**src/rtl/uart_hex_parser_if.sv**
```systemverilog
// uart_hex_parser_if: byte strobe in, parsed value and character outputs, echo handshake.
// master = UART side (drives rx_* and echo_ack); slave = the parser.
interface uart_hex_parser_if #(
  parameter int unsigned MAX_DIGITS = 4
);
  logic [7:0]              rx_data;
  logic                    rx_valid;
  logic [4*MAX_DIGITS-1:0] value;
  logic                    value_valid;
  logic                    err;
  logic [3:0]              digit_count;
  logic [7:0]              last_char;
  logic [7:0]              prev_char;
  logic [7:0]              echo_data;
  logic                    echo_req;
  logic                    echo_ack;
  logic                    echo_ovf;

  modport master (
    output rx_data, rx_valid, echo_ack,
    input  value, value_valid, err, digit_count, last_char, prev_char,
    input  echo_data, echo_req, echo_ovf
  );

  modport slave (
    input  rx_data, rx_valid, echo_ack,
    output value, value_valid, err, digit_count, last_char, prev_char,
    output echo_data, echo_req, echo_ovf
  );
endinterface

```
**src/rtl/uart_hex_parser.sv**
```systemverilog
// uart_hex_parser: parses ASCII hex digits terminated by CR/LF into a binary value,
// flags malformed input, keeps the last two raw characters and optionally echoes bytes.
// Optional echo path is compiled in when HEX_PARSER_ECHO_EN is defined; otherwise the
// echo outputs are tied low and echo_ack is ignored.
module uart_hex_parser #(
  parameter int unsigned MAX_DIGITS = 4
) (
  input logic              clk,
  input logic              rst,
  uart_hex_parser_if.slave bus
);
  localparam int unsigned VW = 4 * MAX_DIGITS;
  localparam logic [3:0] MaxCount = 4'(MAX_DIGITS);

  typedef enum logic [1:0] {StIdle, StDigits, StDiscard} state_t;

  state_t        state_q, state_d;
  logic [VW-1:0] accum_q, accum_d;
  logic [VW-1:0] value_q, value_d;
  logic [3:0]    count_q, count_d;
  logic          value_valid_q, value_valid_d;
  logic          err_q, err_d;
  logic [7:0]    last_q, prev_q;

  logic          is_hex, is_term, is_esc, is_space;
  logic [3:0]    nibble;
  logic [VW+3:0] shifted;

  // Byte classification and nibble decode (letters: low nibble + 9, case-insensitive).
  always_comb begin
    is_hex = 1'b0;
    nibble = 4'h0;
    if (bus.rx_data >= 8'h30 && bus.rx_data <= 8'h39) begin
      is_hex = 1'b1;
      nibble = bus.rx_data[3:0];
    end else if ((bus.rx_data >= 8'h41 && bus.rx_data <= 8'h46) ||
                 (bus.rx_data >= 8'h61 && bus.rx_data <= 8'h66)) begin
      is_hex = 1'b1;
      nibble = bus.rx_data[3:0] + 4'd9;
    end
    is_term  = (bus.rx_data == 8'h0D) || (bus.rx_data == 8'h0A);
    is_esc   = (bus.rx_data == 8'h1B);
    is_space = (bus.rx_data == 8'h20);
    shifted  = {accum_q, nibble};
  end

  // Parser next-state: accumulate digits, commit on terminator, discard after an error.
  always_comb begin
    state_d       = state_q;
    accum_d       = accum_q;
    count_d       = count_q;
    value_d       = value_q;
    value_valid_d = 1'b0;
    err_d         = 1'b0;
    if (bus.rx_valid) begin
      unique case (state_q)
        StIdle: begin
          if (is_hex) begin
            accum_d = VW'(nibble);
            count_d = 4'd1;
            state_d = StDigits;
          end else if (!is_term && !is_space && !is_esc) begin
            err_d   = 1'b1;
            state_d = StDiscard;
          end
        end
        StDigits: begin
          if (is_hex) begin
            if (count_q < MaxCount) begin
              accum_d = shifted[VW-1:0];
              count_d = count_q + 4'd1;
            end else begin
              err_d   = 1'b1;
              count_d = 4'd0;
              state_d = StDiscard;
            end
          end else if (is_term) begin
            value_d       = accum_q;
            value_valid_d = 1'b1;
            count_d       = 4'd0;
            state_d       = StIdle;
          end else if (is_esc) begin
            accum_d = '0;
            count_d = 4'd0;
            state_d = StIdle;
          end else if (!is_space) begin
            err_d   = 1'b1;
            count_d = 4'd0;
            state_d = StDiscard;
          end
        end
        StDiscard: begin
          if (is_term || is_esc) state_d = StIdle;
        end
        default: state_d = StIdle;
      endcase
    end
  end

  // Parser state, committed value and one-cycle status pulses.
  always_ff @(posedge clk or posedge rst) begin
    if (rst) begin
      state_q       <= StIdle;
      accum_q       <= '0;
      count_q       <= 4'd0;
      value_q       <= '0;
      value_valid_q <= 1'b0;
      err_q         <= 1'b0;
    end else begin
      state_q       <= state_d;
      accum_q       <= accum_d;
      count_q       <= count_d;
      value_q       <= value_d;
      value_valid_q <= value_valid_d;
      err_q         <= err_d;
    end
  end

  // Raw character history, updated on every byte regardless of parse state.
  always_ff @(posedge clk or posedge rst) begin
    if (rst) begin
      last_q <= 8'h00;
      prev_q <= 8'h00;
    end else if (bus.rx_valid) begin
      prev_q <= last_q;
      last_q <= bus.rx_data;
    end
  end

  assign bus.value       = value_q;
  assign bus.value_valid = value_valid_q;
  assign bus.err         = err_q;
  assign bus.digit_count = count_q;
  assign bus.last_char   = last_q;
  assign bus.prev_char   = prev_q;

`ifdef HEX_PARSER_ECHO_EN
  logic       echo_req_q, echo_ovf_q;
  logic [7:0] echo_data_q;
  logic       xfer;

  assign xfer = echo_req_q & bus.echo_ack;

  // Single-entry echo buffer: a byte arriving while one is still pending is dropped.
  always_ff @(posedge clk or posedge rst) begin
    if (rst) begin
      echo_req_q  <= 1'b0;
      echo_data_q <= 8'h00;
      echo_ovf_q  <= 1'b0;
    end else begin
      echo_ovf_q <= 1'b0;
      if (bus.rx_valid) begin
        if (!echo_req_q || xfer) begin
          echo_data_q <= bus.rx_data;
          echo_req_q  <= 1'b1;
        end else begin
          echo_ovf_q <= 1'b1;
        end
      end else if (xfer) begin
        echo_req_q <= 1'b0;
      end
    end
  end

  assign bus.echo_req  = echo_req_q;
  assign bus.echo_data = echo_data_q;
  assign bus.echo_ovf  = echo_ovf_q;
`else
  logic unused_echo_ack;
  assign unused_echo_ack = bus.echo_ack;
  assign bus.echo_req    = 1'b0;
  assign bus.echo_data   = 8'h00;
  assign bus.echo_ovf    = 1'b0;
`endif
endmodule

```
**src/flat_wrapper.sv**
```systemverilog
// flat-port wrapper written by rule: the top's interface ports become plain ports
module uart_hex_parser_flat 
#(
  parameter int unsigned MAX_DIGITS = 4
)
  (clk, rst, bus_rx_data, bus_rx_valid, bus_echo_ack, bus_value, bus_value_valid, bus_err, bus_digit_count, bus_last_char, bus_prev_char, bus_echo_data, bus_echo_req, bus_echo_ovf);
  uart_hex_parser_if #(.MAX_DIGITS(MAX_DIGITS)) bus_i ();
  input logic clk;
  input logic rst;
  input wire logic [$bits(bus_i.rx_data)-1:0] bus_rx_data;
  input wire logic [$bits(bus_i.rx_valid)-1:0] bus_rx_valid;
  input wire logic [$bits(bus_i.echo_ack)-1:0] bus_echo_ack;
  output wire logic [$bits(bus_i.value)-1:0] bus_value;
  output wire logic [$bits(bus_i.value_valid)-1:0] bus_value_valid;
  output wire logic [$bits(bus_i.err)-1:0] bus_err;
  output wire logic [$bits(bus_i.digit_count)-1:0] bus_digit_count;
  output wire logic [$bits(bus_i.last_char)-1:0] bus_last_char;
  output wire logic [$bits(bus_i.prev_char)-1:0] bus_prev_char;
  output wire logic [$bits(bus_i.echo_data)-1:0] bus_echo_data;
  output wire logic [$bits(bus_i.echo_req)-1:0] bus_echo_req;
  output wire logic [$bits(bus_i.echo_ovf)-1:0] bus_echo_ovf;
  assign bus_i.rx_data = bus_rx_data;
  assign bus_i.rx_valid = bus_rx_valid;
  assign bus_i.echo_ack = bus_echo_ack;
  assign bus_value = bus_i.value;
  assign bus_value_valid = bus_i.value_valid;
  assign bus_err = bus_i.err;
  assign bus_digit_count = bus_i.digit_count;
  assign bus_last_char = bus_i.last_char;
  assign bus_prev_char = bus_i.prev_char;
  assign bus_echo_data = bus_i.echo_data;
  assign bus_echo_req = bus_i.echo_req;
  assign bus_echo_ovf = bus_i.echo_ovf;
  uart_hex_parser #(.MAX_DIGITS(MAX_DIGITS)) u_core (.clk(clk), .rst(rst), .bus(bus_i));
endmodule
```
**config.mk**
```make
export PLATFORM = sky130hd
export DESIGN_NAME = uart_hex_parser_flat
export DESIGN_NICKNAME = d
export VERILOG_FILES = /design/src/rtl/uart_hex_parser_if.sv /design/src/rtl/uart_hex_parser.sv /design/src/flat_wrapper.sv
export SDC_FILE = /design/constraint.sdc
export NUM_CORES = 1
export LEC_CHECK = 0
export ABC_AREA = 1
export BUFFER_PORTS_ARGS = -buffer_cell sky130_fd_sc_hd__buf_2
export CORE_ASPECT_RATIO = 0.8
export CORE_MARGIN = 3
export CORE_UTILIZATION = 45
export DETAILED_ROUTE_END_ITERATION = 16
export PLACE_DENSITY_LB_ADDON = 0.15
export SLEW_MARGIN = 10
export SYNTH_ARGS = -nofsm -noshare
export SYNTH_HDL_FRONTEND = slang
export SYNTH_SLANG_ARGS = --single-unit
```
**constraint.sdc**
```tcl
create_clock -name clk -period 2.15 [get_ports clk]
set_clock_uncertainty 0.15 [all_clocks]
set_input_delay 0.1075 -clock clk [delete_from_list [all_inputs] [get_ports clk]]
set_output_delay 0.1075 -clock clk [all_outputs]
set_load 0.01 [all_outputs]
```
==> metrics.md, run 1 <==
| Metric | Value |
|---|---|
| Final hold violations | `0` |
| Fin crit share | `0.918` |
| Startpoint Class | `input port` |
| Logic pwr share | `0.178` |
| Vias | `between 2k and 2.5k` |
| CTS max path bufs | `2` |
| Ordered cell list for the critical path | `dlygate4sd3_1 > buf_2 > inv_1 > ha_1 > nand3b_1 > nand3_4 > nand2_4 > nand3_4 > inv_2 > nor2_8 > nand2_1 > nand2_1` |
| Hold Crit Start | `bus_rx_valid` |
| Clk slew on worst S/H paths | `roughly 0.10 ns` |
| CTS tree | `done` |
| Leakage dissipation | `approximately 1.8 nW` |
| Largest net degree at the start of global routing | `33` |
| First DRT Iteration DRCs | `134` |
| Number of global-route vias before repair | `between 2k and 2.5k` |
| Clock Latency Late Sink | `roughly 0.31 ns` |
| Fmax | `507 MHz` |
| Initial antenna violation count | `0` |
| ANT nets after route | `0` |
| Row count | `25` |
| Seq/Total Area, Yosys | `0.491` |
| Share of layout cells above drive strength 1 | `0.210` |
| Worst-path fanout max | `16` |
| Area of the mapped netlist | `around 2900 sq um` |
| # DRC | `0` |
| Status | `finished, final reports clean` |
| Synth Flop Type | `dfrtp_1` |
| Placer Congestion | `~0.82` |
| Syn-to-layout area delta | `16.6%` |
| H-Tree Depth | `2` |
| RR Endpoint | `u_core.bus.value[5]$_DFFE_PP0P_` |
| Post-Synthesis Cells | `around 360` |
| Worst rel slew slack | `0.625` |
| HPWL Detailed | `~3900 microns` |
| Dpl cell area | `about 3100 sq um` |
| TritonCTS Buffers | `5` |
| Total of max-cap violations | `0` |
| Buffers on Ports | `48` |
| Int Pwr | `about 1.5 mW` |
| YS warnings | `0` |
| Max Slew Vio Count | `0` |
| Clock sinks | `56` |
| ANT cells | `0` |
| Pre-CTS setup slack | `approximately 0.31 ns` |
| Reg2Reg Setup Slack | `roughly 0.57 ns` |
| R2R cell count | `6` |
| P per Cell Area | `roughly 650 nW/um^2` |
| R2R Path Start | `u_core.state_q[0]$_DFFE_PP0P_` |
| Total grt overflow | `0` |
| P_sw | `between 0.6 and 0.7 mW` |
| Ys async rst share | `1.00` |
| Post-synth EDFFs | `0` |
| Avg Cell Area, Syn | `approximately 7.9 sq um` |
| Root buf cell | `clkbuf_8` |
| VDD IR-drop max | `0.000354 V` |
| Crit-path max cell delay | `approximately 0.52 ns` |
| RSZ-0062 raised after global routing | `false` |
| Core area | `just over 6000 sq um` |
| Drt via density | `between 4 and 5` |
| Die Y | `77.3 microns` |
| Post-Route WL | `5400 microns` |
| First-pass GRT wire length | `about 9700 microns` |
| Overall routing resource usage | `0.167` |
| Switching Share | `0.296` |
| Fin nets | `~440` |
| Reg power frac | `0.546` |
| Worst-margin pin slew | `0.561 ns` |
| Synth Register Bits | `56` |
| CP endpoint kind | `flop` |
| Starting Density | `0.473` |
| Worst EP required | `2.26 ns` |
| Endpoints failing setup | `0` |
| Hold Path End | `u_core.bus.prev_char[4]$_DFFE_PP0P_` |
| Synth cell types | `27` |
| Crit-path slowest cell | `dlygate4sd3_1` |
| Hold Path Class | `input port to flop` |
| Total die area | `7350 sq um` |
| Io pins | `60` |
| Arr. time, crit path | `2.08 ns` |
| Die X | `95.1 microns` |
| Worst Path Class, Setup | `input port to flop` |
| Final instance area | `about 3300 sq um` |
| 1st-pass router iterations | `4` |
| Final Worst Setup Slack | `0.176 ns` |
| Final TNS setup | `0 ns` |
| Clk network pwr share | `0.276` |
| Average routed wire per standard cell | `roughly 11 microns` |
| Post-layout minimum cycle time | `roughly 2 ns` |
| Hold depth | `4` |
## flip-flops by register name, indices dropped and copies added (netlist names)
name,cells
u_core.bus.prev_char,8
u_core.accum_q,16
u_core.bus.last_char,8
u_core.state_q,2
u_core.bus.err,1
u_core.bus.value,16
u_core.bus.digit_count,4
u_core.bus.value_valid,1
## power by group through the flow
stage,registers [mW],clock network [mW],logic [mW]
floorplan,1.23,0,0.242
global placement,1.21,0,0.372
detailed placement,1.21,0,0.379
CTS,1.19,0.622,0.393
global route,1.20,0.662,0.449
finish,1.19,0.600,0.387
## critical path: cells and delay by family
kind / cells / cell delay, ns
adder cells (fa/ha/maj): 1 / 0.21
buffers and inverters: 4 / 0.81
AND/OR/NAND/NOR: 7 / 0.96
## stage by stage
stage / hold slack, ns / cells / util / total power, mW
2_1_floorplan: 0.0785 / 370 / - / 1.47
3_3_place_gp: 0.0413 / 484 / 0.521 / 1.58
3_5_place_dp: 0.0487 / 484 / 0.521 / 1.59
4_1_cts: 0.0587 / 500 / 0.551 / 2.20
5_1_grt: 0.0630 / 500 / 0.552 / 2.31
6_report: 0.0611 / 500 / 0.552 / 2.17
## synthesized netlist by cell type, drive strengths merged, types with 2 or more instances
cell    count  area, sq um
o21bai      2         15.0
nor2       28          136
nand2     129          529
o21ai      32          160
buf        14          110
clkbuf      5         18.8
dfrtp      56         1400
ha          5         62.6
nand3      16          128
inv        67          251
## layer usage
| metal | global-route usage | part of all wire | wire length, microns | up-vias |
|---|---|---|---|---|
| met1 | 0.230 | 0.50 | 2700 | 991 |
| met2 | 0.262 | 0.43 | 2350 | 44 |
| met4 | 0.0476 | 0.014 | 73 | 0 |
| li1 | - | - | - | 1178 |
| met5 | 0 | 0 | 0 | - |
| met3 | 0.0402 | 0.052 | 282 | 7 |
## area by class of cell
type / count / area [sq um]
multi-input combinational: 228 / 1110
clock buffer: 6 / 82.6
tap: 81 / 101
clock inverter: 1 / 8.76
inverter: 67 / 251
timing repair buffer: 61 / 373
fill: 609 / 2710
sequential: 56 / 1400
## worst max path at each step
| stage | start | endpoint |
|---|---|---|
| global route | bus_rx_data[1] | u_core.accum_q[1]$_DFFE_PP0P_ |
| finish | bus_rx_data[1] | u_core.accum_q[0]$_DFFE_PP0P_ |
| detailed placement | bus_rx_data[1] | u_core.accum_q[6]$_DFFE_PP0P_ |
| global placement | bus_rx_data[1] | u_core.accum_q[12]$_DFFE_PP0P_ |
| CTS | bus_rx_data[1] | u_core.accum_q[6]$_DFFE_PP0P_ |
| floorplan | rst | u_core.accum_q[0]$_DFFE_PP0P_ |
## placed cells by master (no fill, tap or decap), types with 5 or more instances in the layout
cell and count:
nand2_2 13, inv_1 61, o21ai_1 8, nor2_1 25
nand2_1 114, clkbuf_8 6, ha_1 5, buf_2 48
dfrtp_1 56, dlygate4sd3_1 9, conb_1 10, o21ai_0 24
nand3_1 11, inv_2 6
## cells by family (layout without fill, tap and decap cells)
family / after synthesis / after routing / synth area share
fa+ha+maj: 5 / 5 / 0.0219
xor+xnor: 1 / 1 / 0.00307
flops: 56 / 56 / 0.491
compound gates: 35 / 35 / 0.0635
simple gates: 177 / 177 / 0.286
other cells: 1 / 10 / 0.00131
buf+inv: 86 / 135 / 0.133
## what timing repair did
item / 4_1_cts / 5_1_grt
setup buffers: 0 / 0
resized for setup: 0 / 1
endpoints found under the hold margin: 32 / 0
endpoints found under the setup margin: 0 / 1
hold buffers: 9 / 0
Power figures use the tool's default switching activity.
==> run 2, diff against run 1 <==
--- a/config.mk
+++ b/config.mk
@@ -11,7 +11,7 @@
 export CORE_MARGIN = 3
 export CORE_UTILIZATION = 45
 export DETAILED_ROUTE_END_ITERATION = 16
-export PLACE_DENSITY_LB_ADDON = 0.15
+export PLACE_DENSITY = 0.74
 export SLEW_MARGIN = 10
 export SYNTH_ARGS = -nofsm -noshare
 export SYNTH_HDL_FRONTEND = slang
==> metrics.md, run 2 (synthesis results as in run 1) <==
| Metric | Value |
|---|---|
| Total of max-cap violations | `0 (unchanged)` |
| Worst-margin pin slew | `0.550 ns (-0.0109 ns)` |
| Total die area | `7350 sq um (unchanged)` |
| Crit path from | `bus_rx_data[1]` |
| Endpoints failing setup | `0 (unchanged)` |
| Io pins | `60 (unchanged)` |
| CP endpoint kind | `flop` |
| Initial antenna violation count | `0 (unchanged)` |
| Final TNS setup | `0 ns (unchanged)` |
| CTS max path bufs | `2 (unchanged)` |
| Fin nets | `434 (-0.46%)` |
| Area occupied by multi-input gates | `1110 sq um (+0.23%)` |
| Overall routing resource usage | `0.157 (-0.0102)` |
| P per Cell Area | `648 nW/um^2 (-0.62%)` |
| Max Slew Vio Count | `0 (unchanged)` |
| Placed instance count | `484 (unchanged)` |
| Crit-path slowest cell | `dlygate4sd3_1` |
| Leakage dissipation | `1.76 nW (-0.77%)` |
| Die X | `95.1 microns (unchanged)` |
| Worst rel slew slack | `0.633 (+0.00728)` |
| First DRT Iteration DRCs | `116 (-13%)` |
| CTS tree | `done` |
| Clock sinks | `56 (unchanged)` |
| Worst EP required | `2.24 ns (-0.02 ns)` |
| H-Tree Depth | `2 (unchanged)` |
| Total grt overflow | `0 (unchanged)` |
| Clock Latency Late Sink | `0.30 ns (about the same)` |
| Clk slew on worst S/H paths | `0.10 ns (about the same)` |
| Largest net degree at the start of global routing | `33 (unchanged)` |
| Commonest non-fill, non-tap cells in the layout | `nand2_1 (113), inv_1 (61), dfrtp_1 (56)` |
| 1st-pass router iterations | `4 (unchanged)` |
| Startpoint Class | `input port` |
| Fin crit share | `0.942 (+0.0234)` |
| ANT nets after route | `0 (unchanged)` |
| Core area | `6040 sq um (unchanged)` |
| Register area | `1400 sq um (unchanged)` |
| Levels on crit path | `12 (unchanged)` |
| Share of layout cells above drive strength 1 | `0.213 (+0.00289)` |
| TritonCTS Buffers | `5 (unchanged)` |
| Non-Filler Instances | `499 (-0.20%)` |
| Status | `finished, final reports clean` |
| Hold Crit Start | `bus_rx_data[2]` |
| Average routed wire per standard cell | `10.7 microns (-0.54%)` |
| Vias | `2224 (+0.18%)` |
| Row count | `25 (unchanged)` |
| Die Y | `77.3 microns (unchanged)` |
| Syn-to-layout area delta | `15.9%` |
| Commonest non-fill, non-tap cell in the layout | `nand2_1` |
| Placer Congestion | `0.853 (+3.9%)` |
| ANT cells | `0 (unchanged)` |
| First-pass GRT wire length | `9360 microns (-3.8%)` |
| Buf+Inv Stages, Crit Path | `4 (unchanged)` |
| Buffers on Ports | `48 (unchanged)` |
| # DRC | `0 (unchanged)` |
| Arr. time, crit path | `2.12 ns (+0.04 ns)` |
| Drt via density | `4.46 (+0.38%)` |
| RSZ-0062 raised after global routing | `false` |
| R2R Path Start | `u_core.state_q[0]$_DFFE_PP0P_` |
| Worst-path fanout max | `16 (unchanged)` |
| Number of global-route vias before repair | `2193 (+1.3%)` |
| Fillers | `587 (-3.6%)` |
| Fmax | `494 MHz (-2.5%)` |
| Crit-path max cell delay | `0.52 ns (about the same)` |
| Ordered cell list for the critical path | `dlygate4sd3_1 > buf_2 > inv_1 > ha_1 > nand3b_1 > nand3_4 > nand2_4 > nand3_4 > inv_2 > nor2_8 > nand2_1 > nand2_1` |
| Worst Path Class, Setup | `input port to flop` |
| Root buf cell | `clkbuf_8` |
| R2R cell count | `6 (unchanged)` |
| Starting Density | `0.473 (unchanged)` |
| Post-route core utilization | `0.548 (-0.00332)` |
| Post-layout minimum cycle time | `2.02 ns (+0.0502 ns)` |
| VDD IR-drop max | `0.000495 V (+40%)` |
| Hold Path Class | `input port to flop` |
| Final hold violations | `0 (unchanged)` |
| Final Worst Setup Slack | `0.126 ns (-0.0502 ns)` |
| Pre-CTS setup slack | `0.326 ns (+0.0144 ns)` |
| Hold depth | `3 (-1)` |
| Crit path max-delay family | `simple AND/OR/NAND/NOR gates` |
| Post-Route WL | `5360 microns (-0.74%)` |
| HPWL Detailed | `3850 microns (about the same)` |
run 2: per-stage QoR:
step	hold WS, ns	cell area, sq um	total power, mW
2_1_floorplan	0.0785	2890	1.47
3_3_place_gp	0.0479	3150	1.57
3_5_place_dp	0.0497	3150	1.59
4_1_cts	0.0118	3300	2.17
5_1_grt	0.0200	3310	2.28
6_report	0.0165	3310	2.15
run 2: final timing paths:
check / slack, ns / endpoint
setup / recovery: 0.13 / u_core.accum_q[0]$_DFFE_PP0P_
hold / removal: 0.02 / u_core.bus.last_char[2]$_DFFE_PP0P_
setup reg to reg: 0.55 / u_core.bus.value[4]$_DFFE_PP0P_
hold reg to reg: 0.33 / u_core.bus.prev_char[2]$_DFFE_PP0P_
max in group asynchronous: 1.04 / u_core.accum_q[0]$_DFFE_PP0P_
min in group asynchronous: 0.24 / u_core.bus.last_char[2]$_DFFE_PP0P_
run 2: per-layer routing:
layer  vias up  track usage  routed length, microns
li1       1168            -                       -
met3         9       0.0245                     217
met5         -            0                       0
met1       998        0.201                    2480
met2        49        0.270                    2590
met4         0       0.0490                      80
run 2: power by group:
group	switching (mW)	internal [mW]	leakage [nW]
sequential	0.0590	1.13	0.668
combinational	0.252	0.144	1.05
clock	0.331	0.233	0.0414
total	0.642	1.50	1.76
run 2: cell type report:
cell class | instances | area share
Sequential cell | 56 | 0.423
Multi-Input combinational cell | 228 | 0.336
Timing Repair Buffer | 59 | 0.107
Inverter | 67 | 0.0760
Tap cell | 81 | 0.0306
Clock buffer | 6 | 0.0219
Clock inverter | 2 | 0.00491
run 2: timing repair:
action | in CTS | in global routing
resized for setup | 0 | 2
hold buffers | 7 | 0
endpoints found under the setup margin | 0 | 12
hold endpoints to repair | 30 | 0
setup buffers | 0 | 0
run 2: worst reg2reg max path: cells and delay by family (launching register included):
kind                   cells  cell delay, ns
AOI/OAI and AO/OA          1            0.19
buffers and inverters      3            0.39
DFF                        1            0.41
and+or+nand+nor            2            0.36
==> run 3, diff against run 2 <==
--- a/config.mk
+++ b/config.mk
@@ -11,7 +11,7 @@
 export CORE_MARGIN = 3
 export CORE_UTILIZATION = 45
 export DETAILED_ROUTE_END_ITERATION = 16
-export PLACE_DENSITY = 0.74
+export PLACE_DENSITY_LB_ADDON = 0.3
 export SLEW_MARGIN = 10
 export SYNTH_ARGS = -nofsm -noshare
 export SYNTH_HDL_FRONTEND = slang
==> metrics.md, run 3 (synthesis results as in run 1) <==
| Metric | Value |
|---|---|
| Register area | `1400 sq um (unchanged)` |
| Syn-to-layout area delta | `17.2%` |
| H-Tree Depth | `2 (unchanged)` |
| Number of global-route vias before repair | `2093 (-4.6%)` |
| Row count | `25 (unchanged)` |
| TritonCTS Buffers | `5 (unchanged)` |
| Total die area | `7350 sq um (unchanged)` |
| Commonest non-fill, non-tap cells in the layout | `nand2_1 (114), inv_1 (61), dfrtp_1 (56)` |
| Post-route core utilization | `0.554 (+0.00622)` |
| Status | `finished, final reports clean` |
| Average routed wire per standard cell | `10.4 microns (-3.5%)` |
| Fillers | `587 (unchanged)` |
| P per Cell Area | `680 nW/um^2 (+4.9%)` |
| Die X | `95.1 microns (unchanged)` |
| Fmax | `504 MHz (+2.1%)` |
| Root buf cell | `clkbuf_8` |
| Buffers on Ports | `48 (unchanged)` |
| Arr. time, crit path | `2.08 ns (-0.04 ns)` |
| Total power after layout | `2.28 mW (+6.1%)` |
| Worst EP required | `2.25 ns (about the same)` |
| Clock sinks | `56 (unchanged)` |
| CP endpoint kind | `flop` |
| HPWL Detailed | `3650 microns (-5.4%)` |
| Total grt overflow | `0 (unchanged)` |
| Largest net degree at the start of global routing | `57 (+73%)` |
| Clk slew on worst S/H paths | `0.09 ns (about the same)` |
| Post-Route WL | `5200 microns (-3.1%)` |
| Overall routing resource usage | `0.156 (-0.00128)` |
| Final instance area | `3350 sq um (+1.1%)` |
| Leakage dissipation | `1.79 nW (+1.3%)` |
| Fin crit share | `0.922 (-0.0193)` |
| Crit-path slowest cell | `dlygate4sd3_1` |
| Post-layout minimum cycle time | `1.98 ns (-0.0414 ns)` |
| ANT nets after route | `0 (unchanged)` |
| Worst Path Class, Setup | `input port to flop` |
| Total of max-cap violations | `0 (unchanged)` |
| Io pins | `60 (unchanged)` |
| Clock Latency Late Sink | `0.31 ns (about the same)` |
| Crit-path max cell delay | `0.52 ns (about the same)` |
| Drt via density | `4.34 (-2.6%)` |
| Final TNS setup | `0 ns (unchanged)` |
| Max Slew Vio Count | `0 (unchanged)` |
| Starting Density | `0.473 (unchanged)` |
| First-pass GRT wire length | `9290 microns (-0.81%)` |
| CTS tree | `done` |
| CTS max path bufs | `2 (unchanged)` |
| Fin nets | `436 (+0.46%)` |
| ANT cells | `0 (unchanged)` |
| Placed instance count | `485 (+0.21%)` |
| Endpoints failing setup | `0 (unchanged)` |
| Die Y | `77.3 microns (unchanged)` |
| Dpl cell area | `3150 sq um (+0.24%)` |
| Commonest non-fill, non-tap cell in the layout | `nand2_1` |
| Initial antenna violation count | `0 (unchanged)` |
| Buf+Inv Stages, Crit Path | `4 (unchanged)` |
| Final hold violations | `0 (unchanged)` |
| First DRT Iteration DRCs | `135 (+16%)` |
| Core area | `6040 sq um (unchanged)` |
| Share of layout cells above drive strength 1 | `0.212 (-0.00101)` |
| RSZ-0062 raised after global routing | `false` |
| 1st-pass router iterations | `4 (unchanged)` |
| # DRC | `0 (unchanged)` |
| Area occupied by multi-input gates | `1110 sq um (-0.22%)` |
| Hold Path Class | `input port to flop` |
| Placer Congestion | `0.844 (-1.0%)` |
| Worst-path fanout max | `16 (unchanged)` |
| Non-Filler Instances | `501 (+0.40%)` |
| VDD IR-drop max | `0.000451 V (-8.8%)` |
| Ordered cell list for the critical path | `dlygate4sd3_1 > buf_2 > inv_1 > ha_1 > nand3b_1 > nand3_4 > nand2_4 > nand3_4 > inv_2 > nor2_8 > nand2_1 > nand2_1` |
| Crit path max-delay family | `simple AND/OR/NAND/NOR gates` |
| Vias | `2174 (-2.2%)` |
| Startpoint Class | `input port` |
## run 3: worst paths after layout
path	from	slack, ns	end	cells past startpoint
min reg2reg	u_core.bus.prev_char[5]$_DFFE_PP0P_	0.32	u_core.bus.prev_char[5]$_DFFE_PP0P_	2
max in group asynchronous	rst	1.37	u_core.bus.digit_count[2]$_DFFE_PP0P_	4
min	bus_rx_data[2]	0.02	u_core.bus.last_char[2]$_DFFE_PP0P_	3
max	bus_rx_data[1]	0.17	u_core.accum_q[14]$_DFFE_PP0P_	12
min in group asynchronous	rst	0.24	u_core.accum_q[15]$_DFFE_PP0P_	4
max reg2reg	u_core.state_q[0]$_DFFE_PP0P_	0.50	u_core.bus.value[6]$_DFFE_PP0P_	6
## run 3: cell type report
type / instances / area share
clock inverters: 2 / 0.0116
repair buffers: 61 / 0.111
flip-flops and latches: 56 / 0.419
clock buffers: 6 / 0.0217
inverters: 67 / 0.0751
well taps: 81 / 0.0303
multi-input cells: 228 / 0.332
## run 3: routing by layer
layer	vias up	track usage	part of all wire
met1	963	0.213	0.50
met5	-	0	0
li1	1173	-	-
met4	0	0.0403	0.0094
met2	34	0.252	0.45
met3	4	0.0324	0.042
## run 3: what timing repair did
item | 4_1_cts | 5_1_grt
buffers inserted | 0 | 0
hold endpoints to repair | 63 | 0
gates resized for setup | 0 | 1
endpoints found under the setup margin | 0 | 2
hold buffers | 8 | 0
## run 3: report_power, final
part           internal, mW  switching [mW]  total, mW
combinational         0.150           0.244      0.393
sequential             1.13          0.0598       1.19
clock                 0.353           0.342      0.695
total                  1.63           0.646       2.28
## run 3: worst register-to-register path, stage by stage (launching register included)
cell and delay [ns]:
dfrtp_1 0.43, inv_1 0.11, nor2_4 0.23, nand4_1 0.14
buf_4 0.23, o21ai_0 0.20, inv_1 0.06
## run 3: metrics by stage
| stage | hold WS (ns) | setup WS, ns |
|---|---|---|
| 2_1_floorplan | 0.0785 | 0.521 |
| 3_3_place_gp | 0.0379 | 0.382 |
| 3_5_place_dp | 0.0363 | 0.347 |
| 4_1_cts | 0.00348 | 0.141 |
| 5_1_grt | 0.0485 | 0.0369 |
| 6_report | 0.0188 | 0.167 |
